==> config.mk <==
export PLATFORM = sky130hd
export DESIGN_NAME = seg7_to_bcd_capture
export DESIGN_NICKNAME = d
export VERILOG_FILES = /design/src/rtl/seg7_to_bcd_capture.sv
export SDC_FILE = /design/constraint.sdc
export NUM_CORES = 1
export LEC_CHECK = 0
export CORE_MARGIN = 1
export CORE_UTILIZATION = 54
export DETAILED_ROUTE_END_ITERATION = 8
export PLACE_DENSITY = 0.8
export SLEW_MARGIN = 40
export SYNTH_ARGS = -nofsm -noshare
export SYNTH_HDL_FRONTEND = slang
export SYNTH_SLANG_ARGS = --single-unit
==> constraint.sdc <==
create_clock -name i_clk -period 3.1 [get_ports i_clk]
set_clock_uncertainty 0.1 [all_clocks]
set_input_delay 0.62 -clock i_clk [delete_from_list [all_inputs] [get_ports i_clk]]
set_output_delay 0.62 -clock i_clk [all_outputs]
set_load 0.01 [all_outputs]
==> src/rtl/seg7_to_bcd_capture.sv <==
// Recovers per-digit BCD values from multiplexed 7-segment display lines.
// A digit is written only after segments and select stay stable for STABLE_CYCLES samples.
module seg7_to_bcd_capture #(
    parameter int unsigned NUM_DIGITS    = 6,
    parameter int unsigned STABLE_CYCLES = 4
) (
    input  logic                    i_clk,
    input  logic                    i_rst_n,
    input  logic                    i_ena,
    input  logic [6:0]              i_seg,
    input  logic [NUM_DIGITS-1:0]   i_dig_sel,
    output logic [4*NUM_DIGITS-1:0] o_bcd,
    output logic [NUM_DIGITS-1:0]   o_digit_valid,
    output logic                    o_frame,
    output logic                    o_err
);

    localparam int unsigned SEG_W  = 7;
    localparam int unsigned BCD_W  = 4;
    localparam int unsigned CNT_W  = $clog2(STABLE_CYCLES + 1);
    localparam logic [CNT_W-1:0] CNT_ONE = CNT_W'(1);
    localparam logic [CNT_W-1:0] CNT_MAX = CNT_W'(STABLE_CYCLES);
    localparam bit SINGLE = (STABLE_CYCLES == 1);

    typedef enum logic [1:0] {
        ST_IDLE   = 2'd0,
        ST_SETTLE = 2'd1,
        ST_HOLD   = 2'd2
    } state_e;

    state_e                    state_q, state_d;
    logic [CNT_W-1:0]          cnt_q, cnt_d;
    logic [SEG_W-1:0]          seg_q, seg_prev_q;
    logic [NUM_DIGITS-1:0]     sel_q, sel_prev_q;
    logic [NUM_DIGITS-1:0]     seen_q, seen_d;
    logic [4*NUM_DIGITS-1:0]   bcd_q, bcd_d;
    logic [NUM_DIGITS-1:0]     valid_q, valid_d;
    logic                      frame_q, frame_d;
    logic                      err_q, err_d;

    logic                      sel_onehot;
    logic                      changed;
    logic                      capture;
    logic                      restart;
    logic [BCD_W-1:0]          dec;
    logic [NUM_DIGITS-1:0]     seen_next;

    // Segment pattern to BCD; 4'hF marks blank or unrecognised patterns
    function automatic logic [3:0] seg_to_bcd(input logic [6:0] seg);
        logic [3:0] val;
        case (seg)
            7'h7E:   val = 4'd0;
            7'h30:   val = 4'd1;
            7'h6D:   val = 4'd2;
            7'h79:   val = 4'd3;
            7'h33:   val = 4'd4;
            7'h5B:   val = 4'd5;
            7'h5F:   val = 4'd6;
            7'h70:   val = 4'd7;
            7'h7F:   val = 4'd8;
            7'h7B:   val = 4'd9;
            default: val = 4'hF;
        endcase
        return val;
    endfunction

    assign sel_onehot = (sel_q != '0) && ((sel_q & (sel_q - NUM_DIGITS'(1))) == '0);
    assign changed    = (seg_q != seg_prev_q) || (sel_q != sel_prev_q);
    assign dec        = seg_to_bcd(seg_q);
    assign seen_next  = seen_q | sel_q;

    // Stability FSM: restart on any change, capture once the count reaches STABLE_CYCLES
    always_comb begin
        state_d = state_q;
        cnt_d   = cnt_q;
        capture = 1'b0;
        restart = 1'b0;
        if (!i_ena) begin
            state_d = ST_IDLE;
            cnt_d   = '0;
        end else begin
            case (state_q)
                ST_IDLE: begin
                    if (sel_onehot) restart = 1'b1;
                end
                ST_SETTLE: begin
                    if (changed || !sel_onehot) begin
                        if (sel_onehot) begin
                            restart = 1'b1;
                        end else begin
                            state_d = ST_IDLE;
                            cnt_d   = '0;
                        end
                    end else if ((cnt_q + CNT_ONE) >= CNT_MAX) begin
                        capture = 1'b1;
                        state_d = ST_HOLD;
                        cnt_d   = CNT_MAX;
                    end else begin
                        cnt_d = cnt_q + CNT_ONE;
                    end
                end
                ST_HOLD: begin
                    if (changed) begin
                        if (sel_onehot) begin
                            restart = 1'b1;
                        end else begin
                            state_d = ST_IDLE;
                            cnt_d   = '0;
                        end
                    end
                end
                default: begin
                    state_d = ST_IDLE;
                    cnt_d   = '0;
                end
            endcase
            if (restart) begin
                cnt_d = CNT_ONE;
                if (SINGLE) begin
                    capture = 1'b1;
                    state_d = ST_HOLD;
                end else begin
                    state_d = ST_SETTLE;
                end
            end
        end
    end

    // Capture write, error flag and frame tracking
    always_comb begin
        bcd_d   = bcd_q;
        valid_d = valid_q;
        seen_d  = seen_q;
        frame_d = 1'b0;
        err_d   = 1'b0;
        if (capture) begin
            for (int unsigned n = 0; n < NUM_DIGITS; n++) begin
                if (sel_q[n]) begin
                    bcd_d[BCD_W*n +: BCD_W] = dec;
                    valid_d[n]              = (dec != 4'hF);
                end
            end
            err_d = (dec == 4'hF) && (seg_q != '0);
            if (&seen_next) begin
                frame_d = 1'b1;
                seen_d  = '0;
            end else begin
                seen_d = seen_next;
            end
        end
    end

    always_ff @(posedge i_clk or negedge i_rst_n) begin
        if (!i_rst_n) begin
            state_q    <= ST_IDLE;
            cnt_q      <= '0;
            seg_q      <= '0;
            seg_prev_q <= '0;
            sel_q      <= '0;
            sel_prev_q <= '0;
            seen_q     <= '0;
            bcd_q      <= '1;
            valid_q    <= '0;
            frame_q    <= 1'b0;
            err_q      <= 1'b0;
        end else begin
            state_q    <= state_d;
            cnt_q      <= cnt_d;
            seg_q      <= i_seg;
            seg_prev_q <= seg_q;
            sel_q      <= i_dig_sel;
            sel_prev_q <= sel_q;
            seen_q     <= seen_d;
            bcd_q      <= bcd_d;
            valid_q    <= valid_d;
            frame_q    <= frame_d;
            err_q      <= err_d;
        end
    end

    assign o_bcd         = bcd_q;
    assign o_digit_valid = valid_q;
    assign o_frame       = frame_q;
    assign o_err         = err_q;

endmodule
==> impl_metrics.ini, run 1 <==
[logic_synthesis]
syn-instance-count = 276
synth.yosys.seq_area_share_pct = 54.46
ys_warn_count = 0
ys_ff_latch = 69
syn_area_um2 = 3226
synth_area_per_cell_um2 = 11.69
yosysTopAreaCell = dfrtp_1
synthFlopType = dfrtp_1
yosys.area.top_type_share_pct = 34.91
synth.distinct_cells = 51
synth_area_leaders = dfrtp_1 35%, dfstp_2 20%, mux2i_1 7.8%
synth_nets = 297
synth_edf_count = 0
synthArstFlopShare_pct = 100.0

[cells_and_area]
synthToLayoutAreaGrowth_pct = 24.05
final_cell_mix = 46 x clkdlybuf4s50_1, 45 x dfrtp_1, 33 x inv_1
layout_commonest_cell = clkdlybuf4s50_1
finalNetCount = 343
drive_above_1_share_pct = 20.18
stdcell_area_um2 = 4001
antenna_cells = 0

[floorplan]
die_h_um = 79.29
die_x_um = 79.29
ios = 48
initial_core_util_pct = 57.17
dieArea_um2 = 6286
fp.coreArea_um2 = 5642
fp-row-count = 27

[setup_path]
arrival_ps = 2810
cpPeakStageDelay_ps = 540
crit_type = flip-flop to flip-flop
r2r.worst_path.cells = 7
start_kind = flip-flop
critPathRequiredTime_ps = 3270
r2r_end = o_bcd[17]
crit_fanout = 10
slowest_stage = dfrtp_1
r2r-start = seg_q[4]
r2r_setup_slack_ps = 460
path_cells = xor2_1 -> nor4_2 -> nand4_2 -> nor4_4 -> buf_4 -> nand2_4 -> mux2_4
critPathCaptureType = flip-flop

[detailed_routing]
vias = 2213
route.detailed.drc = 0
ant_nets = 0
drt-total-wl_um = 6423
wire_per_inst_um = 16.10
drt_iter0_markers = 156
dr.pass1.iters = 5
routed_via_density = 5.546

[clock_network]
path_clk_slew_ps = 70
ctsResizeCount = 0
cts_tree = yes
cts_hold_buf = 0
cts_setup_buffers = 0
clock_latency_ps = 340
cts_buffer_depth = 2
cts-root-buf = clkbuf_8
cts_sinks = 69
numCtsBuffers = 9
h-tree-depth = 3

[sta]
fin_crit_sh_pct = 85.10
hold_violations = 0
max_freq_mhz = 379.1
maxSlewViolCount = 0
setup_violations = 0
max_slew_margin_pct = 53.35
worst_slack_ps = 461.8
fin_hold_ws_ps = 195.7
tightest_slew_ps = 682.1
rsz0062_at_grt = no
post-route-min-period_ps = 2638
fin_setup_tns_ps = 0

[pwr]
powerDensity_nw_per_um2 = 501.4
total_power_mw = 2.006
leakage_nw = 2.020
irDropWorstVdd_mv = 0.3719

[job]
maxCapViolations = 0

[place]
gp_congestion = 0.8422
post-place-ws_ps = 484.6
place_area_um2 = 3746
hpwl_um = 4497
port_buffers = 47

[status]
outcome = complete, no violations

[global_routing]
grt_pass1_vias = 2279
overflow = 0
grt_max_degree = 43
grt.total_usage_pct = 23.34
grt_first_pass_wirelength_um = 10990
antenna_found_initial = 0

[hold_path]
min_path_type = input port to async pin
[layer usage]
metal | track usage, % | vias up | share of wire [%]
met5 | 0 | - | 0
met4 | 10.18 | 0 | 1.4
met3 | 3.793 | 12 | 4.3
met2 | 37.93 | 72 | 50
met1 | 30.87 | 1090 | 44
li1 | - | 1039 | -
[Yosys cell counts, drive strengths merged, types with 3 or more instances]
library cell and instances:
a21oi 11, a31oi 6, buf 5, clkbuf 10
dfrtp 45, dfstp 24, ha 5, inv 33
mux2 8, mux2i 25, nand2 14, nand2b 4
nor2 15, nor3 6, nor4 6, nor4b 3
o21ai 9, o22ai 5, xor2 15
[flip-flops by register name (all words and copies together) (netlist names)]
name           cells
cnt_q              3
o_bcd             24
o_digit_valid      6
o_err              1
o_frame            1
seen_q             6
seg_prev_q         7
seg_q              7
sel_prev_q         6
sel_q              6
state_q            2
[critical path, delay by kind of cell, from the launching register on]
family,cells,cell delay [ps]
mux,1,330
flops,1,540
simple gates,4,1090
xor+xnor,1,240
buf+inv,1,280
[through the flow]
step / std cells / util, %
global route: 399 / 70.92
finish: 399 / 70.92
CTS: 399 / 70.92
detailed placement: 383 / 66.40
floorplan: 276 / -
global placement: 383 / 66.40
[worst max-delay path by stage]
stage,end,start
2_1_floorplan,o_bcd[17],sel_q[2]
3_3_place_gp,o_bcd[17],seg_q[4]
4_1_cts,o_bcd[17],seg_q[4]
3_5_place_dp,o_bcd[17],seg_q[4]
6_report,o_bcd[17],seg_q[4]
5_1_grt,o_bcd[17],seg_q[4]
[area by class of cell]
type                    instances  area (µm²)
clock buffers                  12       135.1
clock inverters                 4       120.1
fillers                       401        1640
inverters                      33       123.9
multi-input cells             159        1275
flip-flops and latches         69        1757
well taps                      72       90.09
repair buffers                 50       500.5
[power by group]
group | total (mW) | internal [mW] | switching (mW) | leakage, nW
combinational | 0.113 | 0.0507 | 0.0622 | 1.11
clock | 0.942 | 0.617 | 0.325 | 0.125
sequential | 0.951 | 0.920 | 0.0306 | 0.788
[cells by family (layout without fill, tap and decap cells)]
| logic type | Yosys count | after routing | synth area share, % |
|---|---|---|---|
| AOI/OAI and AO/OA | 46 | 46 | 10.40 |
| xor gates and xnor gates | 16 | 16 | 4.345 |
| adders and majority gates | 5 | 5 | 1.939 |
| buffers and inverters | 48 | 99 | 6.012 |
| DFF | 69 | 69 | 54.46 |
| muxes | 33 | 33 | 11.02 |
| and+or+nand+nor | 59 | 59 | 11.83 |
(Power assumes the default switching activity.)
==> inputs of run 2 (changes only) <==
Settings changed: CORE_ASPECT_RATIO set to 0.5.
==> run 2 against run 1 <==
Against the previous run: maximum frequency shrank 5.6%; sequential share of layout area shrank 0.34 points; clock power grew 5.6%; routed wire length grew 9.4%; die area grew 0.30%; critical path depth shrank 1; non-clock buffer count grew 1; sequential power is essentially flat; cell area grew 0.78%; critical endpoint is now o_bcd[12].
==> impl_metrics.ini, run 2 (synthesis gave the netlist of run 1 again) <==
[cells_and_area]
synthToLayoutAreaGrowth_pct = 25.02
fillers = 370
antenna_cells = 0
ff_latch_area_um2 = 1757
largest_register_ffs = 24
instances_no_fill = 401
drive_above_1_share_pct = 21.04
layout_commonest_cell = clkdlybuf4s50_1
multi_input_area_um2 = 1275
final_cell_mix = 46 x clkdlybuf4s50_1, 45 x dfrtp_1, 33 x inv_1
finalNetCount = 344

[detailed_routing]
vias = 2241
routed_via_density = 5.589
dr.pass1.iters = 4
ant_nets = 0
wire_per_inst_um = 17.53
drt-total-wl_um = 7029
drt_iter0_markers = 169
route.detailed.drc = 0

[sta]
fin_crit_sh_pct = 90.18
max_freq_mhz = 357.7
max_slew_margin_pct = 47.82
maxSlewViolCount = 0
hold_violations = 0
fin_setup_tns_ps = 0
worst_slack_ps = 304.4
tightest_slew_ps = 763.0
post-route-min-period_ps = 2796
setup_violations = 0
rsz0062_at_grt = no

[setup_path]
critPathCaptureType = flip-flop
arrival_ps = 2930
slowest_stage = a2111oi_0
critPathRequiredTime_ps = 3230
cpPeakStageDelay_ps = 690
start_kind = flip-flop
crit_type = flip-flop to flip-flop
path_cells = or3b_2 -> a2111oi_0 -> a31oi_1 -> o21a_1 -> a31oi_4 -> mux2i_1
crit_fanout = 9

[floorplan]
fp-row-count = 19
die_x_um = 111.3
initial_core_util_pct = 57.49
ios = 48
dieArea_um2 = 6305
fp.coreArea_um2 = 5610
die_h_um = 56.65

[status]
outcome = complete, no violations

[pwr]
irDropWorstVdd_mv = 0.2554
clkPwrFrac_pct = 48.2
leakage_nw = 2.043
swShare_pct = 22.77
powerDensity_nw_per_um2 = 511.4
internal_power_mw = 1.593
pwr-share-seq_pct = 46.2
power_frac_comb_pct = 5.6
power.switching_uw = 469.6

[hold_path]
min_path_type = input port to async pin

[clock_network]
cts_buffer_depth = 2
h-tree-depth = 3
cts_setup_buffers = 0
cts_sinks = 69
numCtsBuffers = 9
cts-root-buf = clkbuf_16
path_clk_slew_ps = 50
ctsResizeCount = 0
cts_tree = yes
cts_hold_buf = 0
clock_latency_ps = 330

[place]
gp_congestion = 0.8191
hpwl_um = 4915
port_buffers = 47
post-place-ws_ps = 365.1
dp.cells = 385

[job]
maxCapViolations = 0

[global_routing]
antenna_found_initial = 0
grt_max_degree = 27
grt_pass1_vias = 2388
grt.total_usage_pct = 24.91
grt_first_pass_wirelength_um = 11710
overflow = 0
[run 2: cell types whose count changed in the layout (fill, tap and decap cells not counted), sizes merged]
cell | previous run | this run
inv | 33 | 35
bufinv | 4 | 1
clkinv | 0 | 3
clkbuf | 12 | 10
buf | 4 | 5
[run 2: final cells by class]
type                       instances  area share (%)
tap                               73           2.265
multi-input combinational        159           31.62
inverter                          33           3.072
clock inverter                     6           1.520
timing repair buffer              51           12.29
clock buffer                      10           5.678
sequential                        69           43.56
[run 2: path summary, 6_finish.rpt]
path / end / start / cells after the start / slack [ps]
worst max-delay path: o_bcd[12] / seg_q[5] / 6 / 300
worst min-delay path: sel_q[2] / i_rst_n / 1 / 160
worst max register to register: o_bcd[12] / seg_q[5] / 6 / 300
worst min register to register: o_bcd[22] / o_bcd[22] / 2 / 370
max in group asynchronous: o_bcd[3] / i_rst_n / 2 / 1980
min in group i_clk: o_bcd[22] / o_bcd[22] / 2 / 370
[run 2: routing by layer]
layer,track usage (%),vias up,part of all wire [%]
met3,7.883,16,5.8
li1,-,1041,-
met2,40.63,72,49
met1,30.86,1112,43
met5,0,-,0
met4,11.20,0,2.0
[run 2: metrics by stage]
step	total power [mW]	hold slack (ps)	cell area (µm²)	utilization [%]
global placement	1.075	360.3	3742	66.70
detailed placement	1.081	362.6	3742	66.70
CTS	2.074	166.9	4033	71.88
finish	2.062	159.6	4033	71.88
global route	2.130	209.5	4033	71.88
floorplan	1.024	224.4	3226	-
[run 2: critical path: cells and delay by family (launching register included)]
family          cells  cell delay, ps
compound gates      4            1420
flops               1             530
simple gates        1             490
mux                 1             150
[run 2: power by group through the flow]
stage	Sequential (mW)	Combinational (mW)	Clock, mW
CTS	0.951	0.117	1.01
global placement	0.964	0.111	0
floorplan	0.944	0.0791	0
detailed placement	0.966	0.115	0
finish	0.952	0.116	0.995
global route	0.955	0.128	1.05
